### src/rtl/det_cnt_pkg.sv
// Shared types, defaults and the saturating-increment helper for the
// detection window counter.
package det_cnt_pkg;

    // Output register occupancy
    typedef enum logic {
        OUT_EMPTY = 1'b0,
        OUT_FULL  = 1'b1
    } out_st_e;

    localparam int DET_CNT_W_DEF   = 8;
    localparam int DET_WIN_LEN_DEF = 16;

    // Working width of sat_inc; counters narrower than this are padded
    // with ones above their MSB so that "all ones" marks saturation.
    localparam int DET_SAT_W = 32;

    // Add one when en is set, unless value is already all ones.
    function automatic logic [DET_SAT_W-1:0] sat_inc(
        input logic [DET_SAT_W-1:0] value,
        input logic                 en
    );
        if (en && (value != '1))
            return value + DET_SAT_W'(1);
        else
            return value;
    endfunction

endpackage

### src/rtl/det_window_counter_if.sv
// Bit-slot input, windowed result handshake and status of the detection
// window counter. Threshold/alarm signals exist only with DET_CNT_THRESH_EN.
interface det_window_counter_if #(
    parameter int CNT_W = 8
);
    logic             bit_vld;
    logic             det;
    logic [CNT_W-1:0] win_cnt;
    logic             win_valid;
    logic             win_ready;
    logic             overrun;
`ifdef DET_CNT_THRESH_EN
    logic [CNT_W-1:0] thresh;
    logic             alarm;
`endif

`ifdef DET_CNT_THRESH_EN
    modport master (
        output bit_vld, det, win_ready, thresh,
        input  win_cnt, win_valid, overrun, alarm
    );
    modport slave (
        input  bit_vld, det, win_ready, thresh,
        output win_cnt, win_valid, overrun, alarm
    );
`else
    modport master (
        output bit_vld, det, win_ready,
        input  win_cnt, win_valid, overrun
    );
    modport slave (
        input  bit_vld, det, win_ready,
        output win_cnt, win_valid, overrun
    );
`endif

endinterface

### src/rtl/det_sat_acc.sv
// Saturating hit accumulator and slot index for one counting window.
// win_end flags the last valid slot of a window; result is the window's
// hit count including that final slot's hit.
module det_sat_acc
    import det_cnt_pkg::*;
#(
    parameter int WIN_LEN = DET_WIN_LEN_DEF,
    parameter int CNT_W   = DET_CNT_W_DEF
) (
    input  logic             clk,
    input  logic             rst,
    input  logic             bit_vld,
    input  logic             det,
    output logic             win_end,
    output logic [CNT_W-1:0] result
);

    localparam int SLOT_W = $clog2(WIN_LEN);
    localparam logic [SLOT_W-1:0] SLOT_LAST = SLOT_W'(WIN_LEN - 1);

    // Accumulator kept at the helper's full width: the bits above CNT_W are
    // held at one, so the helper saturates exactly at 2^CNT_W-1 and synthesis
    // folds those constant bits away.
    localparam logic [DET_SAT_W-1:0] ACC_CLR =
        {{(DET_SAT_W - CNT_W){1'b1}}, {CNT_W{1'b0}}};

    logic [SLOT_W-1:0]    slot_idx;
    logic [DET_SAT_W-1:0] acc;
    logic [DET_SAT_W-1:0] acc_nxt;

    assign win_end = bit_vld && (slot_idx == SLOT_LAST);
    assign acc_nxt = sat_inc(acc, bit_vld & det);
    assign result  = acc_nxt[CNT_W-1:0];

    // Advance slot index and accumulate on valid slots; clear at window end
    always_ff @(posedge clk) begin
        if (rst) begin
            slot_idx <= '0;
            acc      <= ACC_CLR;
        end else if (bit_vld) begin
            if (win_end) begin
                slot_idx <= '0;
                acc      <= ACC_CLR;
            end else begin
                slot_idx <= slot_idx + SLOT_W'(1);
                acc      <= acc_nxt;
            end
        end
    end

endmodule

### src/rtl/det_window_counter.sv
// Per-window hit counter downstream of the sequence detector. Each window
// result lands in a one-deep valid/ready output register; a result arriving
// while that register is still occupied is dropped and flags overrun.
// Optional feature macro: DET_CNT_THRESH_EN adds thresh/alarm.
module det_window_counter
    import det_cnt_pkg::*;
#(
    parameter int WIN_LEN = DET_WIN_LEN_DEF,
    parameter int CNT_W   = DET_CNT_W_DEF
) (
    input  logic                 clk,
    input  logic                 rst,
    det_window_counter_if.slave  bus
);

    logic             win_end;
    logic [CNT_W-1:0] result;

    out_st_e          state;
    out_st_e          state_nxt;
    logic             load_en;
    logic             drop_en;

    logic [CNT_W-1:0] win_cnt_p1;
    logic             overrun_p1;

    det_sat_acc #(
        .WIN_LEN (WIN_LEN),
        .CNT_W   (CNT_W)
    ) u_acc (
        .clk     (clk),
        .rst     (rst),
        .bit_vld (bus.bit_vld),
        .det     (bus.det),
        .win_end (win_end),
        .result  (result)
    );

    // Output register occupancy state
    always_ff @(posedge clk) begin
        if (rst)
            state <= OUT_EMPTY;
        else
            state <= state_nxt;
    end

    // Fill on window end, drain on accept; accept plus window end stays full
    always_comb begin
        state_nxt = state;
        case (state)
            OUT_EMPTY: if (win_end) state_nxt = OUT_FULL;
            OUT_FULL:  if (bus.win_ready && !win_end) state_nxt = OUT_EMPTY;
            default:   state_nxt = OUT_EMPTY;
        endcase
    end

    // Decide whether this window's result is loaded or dropped
    always_comb begin
        load_en = 1'b0;
        drop_en = 1'b0;
        case (state)
            OUT_EMPTY: load_en = win_end;
            OUT_FULL: begin
                load_en = win_end && bus.win_ready;
                drop_en = win_end && !bus.win_ready;
            end
            default: ;
        endcase
    end

    // Result register and sticky overrun flag
    always_ff @(posedge clk) begin
        if (rst) begin
            win_cnt_p1 <= '0;
            overrun_p1 <= 1'b0;
        end else begin
            if (load_en)
                win_cnt_p1 <= result;
            if (drop_en)
                overrun_p1 <= 1'b1;
        end
    end

    assign bus.win_cnt   = win_cnt_p1;
    assign bus.win_valid = (state == OUT_FULL);
    assign bus.overrun   = overrun_p1;

`ifdef DET_CNT_THRESH_EN
    logic alarm_p1;

    // Threshold compare captured alongside each result load
    always_ff @(posedge clk) begin
        if (rst)
            alarm_p1 <= 1'b0;
        else if (load_en)
            alarm_p1 <= (result >= bus.thresh);
    end

    assign bus.alarm = alarm_p1;
`endif

endmodule
### src/flat_wrapper.sv
// flat-port wrapper written by rule: the top's interface ports become plain ports
module det_window_counter_flat import det_cnt_pkg::*;
#(
    parameter int WIN_LEN = DET_WIN_LEN_DEF,
    parameter int CNT_W   = DET_CNT_W_DEF
)
  (clk, rst, bus_bit_vld, bus_det, bus_win_ready, bus_win_cnt, bus_win_valid, bus_overrun);
  det_window_counter_if #(.CNT_W(CNT_W)) bus_i ();
  input  logic clk;
  input  logic rst;
  input wire logic [$bits(bus_i.bit_vld)-1:0] bus_bit_vld;
  input wire logic [$bits(bus_i.det)-1:0] bus_det;
  input wire logic [$bits(bus_i.win_ready)-1:0] bus_win_ready;
  output wire logic [$bits(bus_i.win_cnt)-1:0] bus_win_cnt;
  output wire logic [$bits(bus_i.win_valid)-1:0] bus_win_valid;
  output wire logic [$bits(bus_i.overrun)-1:0] bus_overrun;
  assign bus_i.bit_vld = bus_bit_vld;
  assign bus_i.det = bus_det;
  assign bus_i.win_ready = bus_win_ready;
  assign bus_win_cnt = bus_i.win_cnt;
  assign bus_win_valid = bus_i.win_valid;
  assign bus_overrun = bus_i.overrun;
  det_window_counter #(.WIN_LEN(WIN_LEN), .CNT_W(CNT_W)) u_core (.clk(clk), .rst(rst), .bus(bus_i));
endmodule
### config.mk
export PLATFORM = sky130hd
export DESIGN_NAME = det_window_counter_flat
export DESIGN_NICKNAME = d
export VERILOG_FILES = /design/src/rtl/det_cnt_pkg.sv /design/src/rtl/det_window_counter_if.sv /design/src/rtl/det_sat_acc.sv /design/src/rtl/det_window_counter.sv /design/src/flat_wrapper.sv
export SDC_FILE = /design/constraint.sdc
export NUM_CORES = 1
export LEC_CHECK = 0
export BUFFER_PORTS_ARGS = -buffer_cell sky130_fd_sc_hd__buf_2
export CORE_MARGIN = 5
export CORE_UTILIZATION = 38
export DETAILED_ROUTE_END_ITERATION = 16
export SETUP_SLACK_MARGIN = 0.02
export SYNTH_ARGS = -nofsm -noshare
export SYNTH_HDL_FRONTEND = slang
export SYNTH_SLANG_ARGS = --single-unit
### constraint.sdc
create_clock -name clk -period 2.2 [get_ports clk]
set_input_delay 0.11 -clock clk [delete_from_list [all_inputs] [get_ports clk]]
set_output_delay 0.11 -clock clk [all_outputs]
set_load 0.05 [all_outputs]
==> results.json <==
{
  "status": "finished, final reports clean",
  "grt_pass1_vias": 2012,
  "ys.flop_type": "dfxtp_1",
  "slew_headroom_pct": 59.4,
  "required_ps": 2400,
  "cp_max_fo": 9,
  "die-area_sq_um": 8070,
  "coreArea_sq_um": 6280,
  "async_flop_share_pct": 0,
  "critPathMaxStageDelay_ps": 380,
  "crit_path_start_kind": "register",
  "cts_buffers": 5,
  "syn_to_final_growth_pct": 12.1,
  "maxCapViolations": 0,
  "drv_slew": 0,
  "synth_cell_types": 48,
  "nNetsFinal": 314,
  "period_minus_slack_ps": 2020,
  "gp_congestion": 0.830,
  "fmax_mhz": 494,
  "fin_tns_setup_ps": 0,
  "ctsResizeCount": 0,
  "dr_total_vias": 2225,
  "start_util_pct": 38.6,
  "crit_chain": "ha_1, and4_1, and4_4, nand3_1, buf_4, a311oi_1, nor2_1",
  "reg2reg_from": "u_core.u_acc.acc[1]",
  "hold_violations": 0,
  "crit_type": "register to register",
  "netlist_area_sq_um": 2420,
  "ios": 15,
  "cts.root.buffer_cell": "clkbuf_8",
  "worst_pin_slew_ps": 609,
  "synth-seq-cells": 46,
  "path_buf_inv": 1,
  "rsz0062_at_grt": "no",
  "grt_antenna_before_repair": 0,
  "synth-edff-count": 0,
  "n_fill_cell": 634,
  "clock_skew_ps": 7.57,
  "port_buffers": 14,
  "reg2reg_depth": 7,
  "synth-seq-area-share_pct": 38.0,
  "rr_endpoint": "u_core.u_acc.acc[16]",
  "drive_gt1_share_pct": 17.5,
  "cts_tree": "yes",
  "die_w_um": 89.9,
  "ant_nets": 0,
  "dpl_cell_area_sq_um": 2600,
  "vias_per_cell": 5.78,
  "rows": 29,
  "arrival_ps": 2220,
  "leakage_nw": 1.13,
  "clock_sinks": 46,
  "crit_family": "simple AND/OR/NAND/NOR gates",
  "drc": 0,
  "postSynthAreaPerCell_sq_um": 8.42,
  "design_area_sq_um": 2720,
  "cp-end-kind": "register",
  "synth_nets": 295,
  "diodes": 0,
  "firstDrtPassIters": 4,
  "crit_slowest_cell": "dfxtp_2",
  "worstHoldEndpoint": "u_core.bus.win_valid",
  "detailedPlacementHpwl_um": 4020,
  "clkLatencyLatePin_ps": 300,
  "wire_per_inst_um": 15.3,
  "dr.first_iter.drc_count": 123,
  "clock_path_buffers": 2,
  "vdd_drop_max_mv": 0.343,
  "cts-htree-levels": 2,
  "setup_viol": 0,
  "clk_pin_slew_ps": 90,
  "synthCells": 288,
  "period_share_pct": 92.0,
  "postCtsSetupBuffers": 0,
  "pwr_density_cell_nw_per_um2": 574,
  "r2r_slack_ps": 180,
  "wl_um": 5870,
  "die_h_um": 89.9,
  "grt_pass1_wl_um": 9700,
  "holdBufCountCts": 0,
  "overflow": 0,
  "min_from": "bus_win_ready",
  "track_usage_pct": 14.2,
  "grt_max_degree": 23,
  "yosys_warnings": 0,
  "whs_path_depth": 3,
  "hp-class": "primary input to register"
}
[cells by family after synthesis]
family                   share of synthesized area [%]
multiplexers                                      2.89
flip-flops                                        38.0
XOR/XNOR                                          1.08
buffers and inverters                             5.21
AO/OA/AOI/OAI                                     16.1
adder cells (fa/ha/maj)                           1.03
AND/OR/NAND/NOR                                   35.7
[synth_stat cells (2+ instances only)]
master / instances / area, sq um
a211oi_1: 2 / 15.0
a21oi_1: 12 / 60.1
a311oi_1: 4 / 35.0
a31oi_1: 8 / 50.1
a41oi_1: 4 / 35.0
and2_1: 8 / 50.1
and3_1: 16 / 100
and3_4: 2 / 22.5
and4_1: 4 / 35.0
buf_2: 5 / 25.0
buf_6: 4 / 45.0
clkbuf_1: 9 / 33.8
dfxtp_1: 46 / 921
ha_1: 2 / 25.0
inv_1: 5 / 18.8
mux2i_1: 7 / 70.1
nand2_1: 19 / 71.3
nand2b_1: 5 / 31.3
nand3_1: 13 / 65.1
nand3_2: 2 / 20.0
nand4_1: 14 / 87.6
nor2_1: 26 / 97.6
nor3_1: 13 / 65.1
nor4_1: 3 / 18.8
nor4_2: 2 / 25.0
nor4_4: 2 / 42.5
o211ai_1: 4 / 30.0
o21ai_0: 8 / 40.0
o21ai_1: 11 / 55.1
or2_2: 2 / 12.5
or3_1: 7 / 43.8
or4_1: 2 / 15.0
xor2_1: 2 / 17.5
[metrics by stage]
stage | hold WS (ps) | utilization (%) | std cells | setup WS (ps) | power, mW
finish | 117 | 43.3 | 385 | 176 | 1.56
global route | 119 | 43.3 | 385 | 41.6 | 1.61
CTS | 107 | 43.2 | 384 | 140 | 1.58
detailed placement | 432 | 41.5 | 376 | 176 | 0.948
global placement | 429 | 41.5 | 376 | 253 | 0.947
floorplan | 268 | - | 288 | 301 | 0.919
[layout make-up]
type | instances | area (sq um) | area share, %
flip-flops and latches | 46 | 922 | 33.9
clock inverters | 1 | 30.0 | 1.10
repair buffers | 30 | 190 | 7.00
clock buffers | 7 | 76.3 | 2.81
inverters | 5 | 18.8 | 0.691
well taps | 77 | 96.3 | 3.55
multi-input cells | 219 | 1380 | 50.9
[worst max path at each step]
stage | start | end | slack [ps] | cells after the start
after floorplan | u_core.u_acc.acc[0] | u_core.u_acc.acc[28] | 300 | 7
after global placement | u_core.u_acc.acc[1] | u_core.u_acc.acc[28] | 250 | 6
after detailed placement | u_core.u_acc.acc[1] | u_core.u_acc.acc[16] | 180 | 7
after CTS | u_core.u_acc.acc[1] | u_core.u_acc.acc[16] | 140 | 7
after global routing | u_core.u_acc.acc[1] | u_core.u_acc.acc[16] | 40 | 7
final | u_core.u_acc.acc[1] | u_core.u_acc.acc[16] | 180 | 7
[cell usage in the layout, fill, tap and decap left out, drive strengths merged, types with 4 or more instances in the layout]
| cell type | instances |
|---|---|
| a311oi | 4 |
| o211ai | 4 |
| dfxtp | 46 |
| o21ai | 19 |
| inv | 5 |
| nor4 | 7 |
| or3 | 7 |
| clkbuf | 7 |
| nand2b | 5 |
| nand4 | 15 |
| a31oi | 8 |
| mux2i | 7 |
| nor3 | 14 |
| a41oi | 4 |
| buf | 30 |
| and3 | 19 |
| and2 | 8 |
| a21oi | 12 |
| nor2 | 26 |
| nand2 | 19 |
| nand3 | 15 |
| and4 | 5 |
[flip-flops by register name (all words and copies together) (netlist names)]
register	count
u_core.bus.overrun	1
u_core.bus.win_cnt	8
u_core.bus.win_valid	1
u_core.u_acc.acc	32
u_core.u_acc.slot_idx	4
[routing by layer]
metal | wire length (um) | share of wire, % | vias to the layer above | track usage (%)
li1 | - | - | 1120 | -
met1 | 2830 | 48 | 1055 | 19.1
met2 | 2720 | 46 | 45 | 22.6
met3 | 267 | 4.5 | 5 | 3.09
met4 | 62 | 1.1 | 0 | 4.47
met5 | 0 | 0 | - | 0
[worst reg2reg max path, delay by kind of cell (launching register included)]
| family | cells | cell delay (ps) |
|---|---|---|
| buffers and inverters | 1 | 230 |
| and+or+nand+nor | 4 | 830 |
| adders and majority gates | 1 | 220 |
| AOI/OAI and AO/OA | 1 | 270 |
| DFF | 1 | 380 |
[power breakdown]
group / internal (mW) / leakage [nW] / switching (mW)
combinational: 0.0319 / 0.701 / 0.0542
clock: 0.340 / 0.0524 / 0.289
sequential: 0.838 / 0.373 / 0.00531
No activity file was read; power rests on OpenSTA's default activity.
